===== src/rtl/vec_pair_loader.sv =====
// Operand pair loader: streams (a,b) pairs into the compute block's memories,
// then issues start and waits for done before taking the next vector.
module vec_pair_loader #(
    parameter int DW = 32,
    parameter int AW = 10
) (
    input  logic          clk,
    input  logic          rst,
    input  logic          s_valid,
    output logic          s_ready,
    input  logic [DW-1:0] s_a,
    input  logic [DW-1:0] s_b,
    input  logic          s_last,
    output logic          we,
    output logic [AW-1:0] index,
    output logic [DW-1:0] a_data,
    output logic [DW-1:0] b_data,
    output logic [31:0]   n,
    output logic          start,
    input  logic          done,
    output logic          busy,
    output logic [AW:0]   count,
    output logic          ovf
);

    typedef enum logic [1:0] {
        IDLE,
        LOAD,
        FIRE,
        WAIT
    } state_t;

    localparam logic [AW:0] DEPTH = {1'b1, {AW{1'b0}}};

    state_t        state;
    state_t        state_nxt;
    logic          xfer;
    logic          full;
    logic [AW-1:0] slot;
    logic [AW:0]   count_nxt;

    always_comb begin
        state_nxt = state;
        xfer      = s_valid && s_ready;
        slot      = count[AW-1:0];
        count_nxt = count + 1'b1;
        if (state == IDLE) begin
            slot      = '0;
            count_nxt = (AW+1)'(1);
        end
        full = (count_nxt == DEPTH);
        case (state)
            IDLE, LOAD: begin
                if (xfer) begin
                    state_nxt = (s_last || full) ? FIRE : LOAD;
                end
            end
            FIRE: state_nxt = WAIT;
            // start is high only in the first WAIT cycle, masking a stale done
            WAIT: begin
                if (done && !start) begin
                    state_nxt = IDLE;
                end
            end
            default: state_nxt = IDLE;
        endcase
    end

    always_ff @(posedge clk or negedge rst) begin
        if (!rst) begin
            state   <= IDLE;
            s_ready <= 1'b0;
            we      <= 1'b0;
            index   <= '0;
            a_data  <= '0;
            b_data  <= '0;
            n       <= '0;
            start   <= 1'b0;
            count   <= '0;
            ovf     <= 1'b0;
        end else begin
            state   <= state_nxt;
            s_ready <= (state_nxt == IDLE) || (state_nxt == LOAD);
            we      <= xfer;
            start   <= (state == FIRE);
            if (xfer) begin
                index  <= slot;
                a_data <= s_a;
                b_data <= s_b;
                count  <= count_nxt;
                if (full && !s_last) begin
                    ovf <= 1'b1;
                end
            end
            if (state == FIRE) begin
                n <= 32'(count - 1'b1);
            end
        end
    end

    assign busy = (state != IDLE);

endmodule


===== config.mk =====
export PLATFORM = sky130hd
export DESIGN_NAME = vec_pair_loader
export DESIGN_NICKNAME = d
export VERILOG_FILES = /design/src/rtl/vec_pair_loader.sv
export SDC_FILE = /design/constraint.sdc
export NUM_CORES = 1
export LEC_CHECK = 0
export CAP_MARGIN = 30
export CORE_ASPECT_RATIO = 1.5
export CORE_MARGIN = 10
export CORE_UTILIZATION = 46
export DETAILED_ROUTE_END_ITERATION = 6
export PLACE_DENSITY = 0.95
export SYNTH_ARGS = -nofsm -noshare
export SYNTH_HDL_FRONTEND = slang
export SYNTH_SLANG_ARGS = --single-unit

===== constraint.sdc =====
create_clock -name clk -period 5.4 [get_ports clk]
set_input_delay 0.54 -clock clk [delete_from_list [all_inputs] [get_ports clk]]
set_output_delay 0.54 -clock clk [all_outputs]
set_load 0.02 [all_outputs]

==> summary.txt <==
Achievable frequency: 0.391 GHz
Initial DRC count: 161
Post-synth ARST share: 1.00
CTS Root Cell: clkbuf_16
Die X: 101 um
Worst-path clk slew: 0.07 ns
Commonest non-fill, non-tap cells in the layout: nand2_1, clkdlybuf4s50_1, dfrtp_1
I/O Buffers: 190
Post-CTS Setup Bufs: 0
Hold Buf Count CTS: 0
Cell count after placement: 755
Flops & latches, synth: 103
CTS tree: built
GR Util All Layers: 0.183
Vias: 3981
Sequential fraction of the synthesis area: 0.571
Final Util: 0.690
Least-Margin Pin Slew: 0.854 ns
Max-slew violations: 0
Vias in the first global route: 4120
Post-layout net count: 722
Row count: 44
Largest net degree at the start of global routing: 86
Leakage: 3.12 nW
Mapped Area: 4520 sq um
Clk_lat worst skew: 0.34 ns
EDFF count, synth: 0
CTS Sinks: 103
Skew final: 0.00586 ns
Final cell count without fillers: 771
Max rail drop VDD: 0.358 mV
Outcome: finished, final reports clean
Critical path peak fanout: 11
Setup crit start kind: flop
# diodes: 0
WL/cell: 17.4 um
Post-CTS sizing: 0
First-pass GRT wire length: 21100 um
Max cap viols: 0
DIE AREA: 14300 sq um
First drt pass iteration count: 4
Total Power: 3.82 mW
Syn_nets: 570
Core Footprint: 9630 sq um
Total wire length: 13400 um
Worst setup path category: reg -> out
Post-Syn Instances: 499
Most common cell after layout, fill and taps aside: nand2_1
Period utilization: 0.473
Global route total overflow: 0
Clock Tree Buf Depth: 2
Power Density: 575 nW/um^2
TNS Setup: 0 ns
Final ANT Viol Nets: 0
Post-DR vias/cell: 5.16
Critical Path End Type: output port
Antenna violations before repair: 0
Synth cell types: 45
RSZ-0062 raised after global routing: no
Layout cells sized above 1: 0.0427
Synthesis Warnings: 0
Tmin final: 2.56 ns
Final GP Congestion: 0.872
Primary FF master, synth: dfrtp_1
Max H-tree Level: 3
Final setup viols: 0
Die H: 141 um
HP Class: in -> async
Final Hold Fails: 0
Avg Cell Area, Syn: 9.05 sq um
Num CTS Buffers: 9
I/O pin total: 191
Drc violations: 0
Area Overhead vs Synth: 47.2%
DP HPWL: 10200 um
Critical Path AT: 2.02 ns
Slew Limit Headroom: 0.430
CP required: 4.86 ns
Initial core utilization: 0.469
routing by layer:
layer  routed length (um)  vias to the layer above  share of wire  track usage
met1                 4530                     1924           0.34        0.177
met2                 7030                      151           0.52        0.325
met3                 1620                       18           0.12       0.0977
met4                  222                        0          0.017       0.0515
li1                     -                     1888              -            -
met5                    0                        -              0            0
state kept, by name (all words and copies together), names as in the netlist, named ones only:
signal / count
s_ready: 1
b_data: 32
index: 10
a_data: 32
n: 12
ovf: 1
start: 1
count: 11
we: 1
where the power goes:
part	internal [mW]	total, mW	leakage (nW)	switching (mW)
combinational	0.791	1.78	1.67	0.986
clock	0.466	0.743	0.162	0.277
sequential	1.07	1.30	1.29	0.237
total	2.32	3.82	3.12	1.50
synthesized netlist by cell type (2+ instances only):
cell	count	share of area
xor2_1	6	0.012
and3_1	3	0.0042
buf_1	5	0.0042
buf_2	2	0.0022
nor2_1	10	0.0083
mux2i_1	3	0.0067
nor4_1	3	0.0042
nand2_1	218	0.18
buf_6	3	0.0075
nand3b_1	2	0.0033
o31ai_1	2	0.0033
o21ai_0	31	0.034
a22o_2	2	0.0044
nor3_1	4	0.0044
xnor2_1	5	0.0097
ha_1	2	0.0055
dfrtp_1	103	0.57
inv_1	7	0.0058
a21oi_1	5	0.0055
buf_4	21	0.035
o21a_1	2	0.0033
nand4_1	3	0.0042
clkbuf_1	21	0.017
nand3_1	8	0.0089
a22o_1	8	0.016
cell families after synthesis:
| family | Yosys count | synth area share |
|---|---|---|
| AND/OR/NAND/NOR | 259 | 0.233 |
| flip-flops | 103 | 0.571 |
| AO/OA/AOI/OAI | 61 | 0.0898 |
| buffers and inverters | 60 | 0.0729 |
| XOR/XNOR | 11 | 0.0213 |
| multiplexers | 3 | 0.00665 |
| adder cells (fa/ha/maj) | 2 | 0.00554 |
worst max-delay path, stage by stage, from the launching register on:
cell and delay [ns]:
dfrtp_1 0.44, nor2_1 0.54, inv_1 0.09, clkdlybuf4s50_1 0.60
stage by stage:
stage          hold slack (ns)  worst slack, ns  instance area (sq um)
2_1_floorplan            0.244             3.42                   4520
3_3_place_gp             0.448             2.71                   6280
3_5_place_dp             0.461             2.70                   6300
4_1_cts                  0.242             2.83                   6650
5_1_grt                  0.266             2.68                   6650
6_report                 0.224             2.84                   6650
path summary, 6_finish.rpt:
path / start / endpoint / slack, ns / cells past startpoint
max: flop / busy / 2.84 / 3
min: rst / count[6]$_DFFE_PN0P_ / 0.22 / 1
max reg2reg: count[0]$_DFFE_PN0P_ / ovf$_DFFE_PN0P_ / 3.30 / 5
min reg2reg: b_data[23]$_DFFE_PN0P_ / b_data[23]$_DFFE_PN0P_ / 0.47 / 2
max in group asynchronous: rst / n[3]$_DFFE_PN0P_ / 4.06 / 2
min in group clk: b_data[23]$_DFFE_PN0P_ / b_data[23]$_DFFE_PN0P_ / 0.47 / 2
area by class of cell:
cell class	count	area, sq um
fill	678	2990
sequential	103	2580
timing repair buffer	193	1930
multi-input combinational	336	1610
clock buffer	11	243
tap	115	144
clock inverter	5	105
inverter	8	30.0
Note: power is estimated with default switching activity, not from simulation.
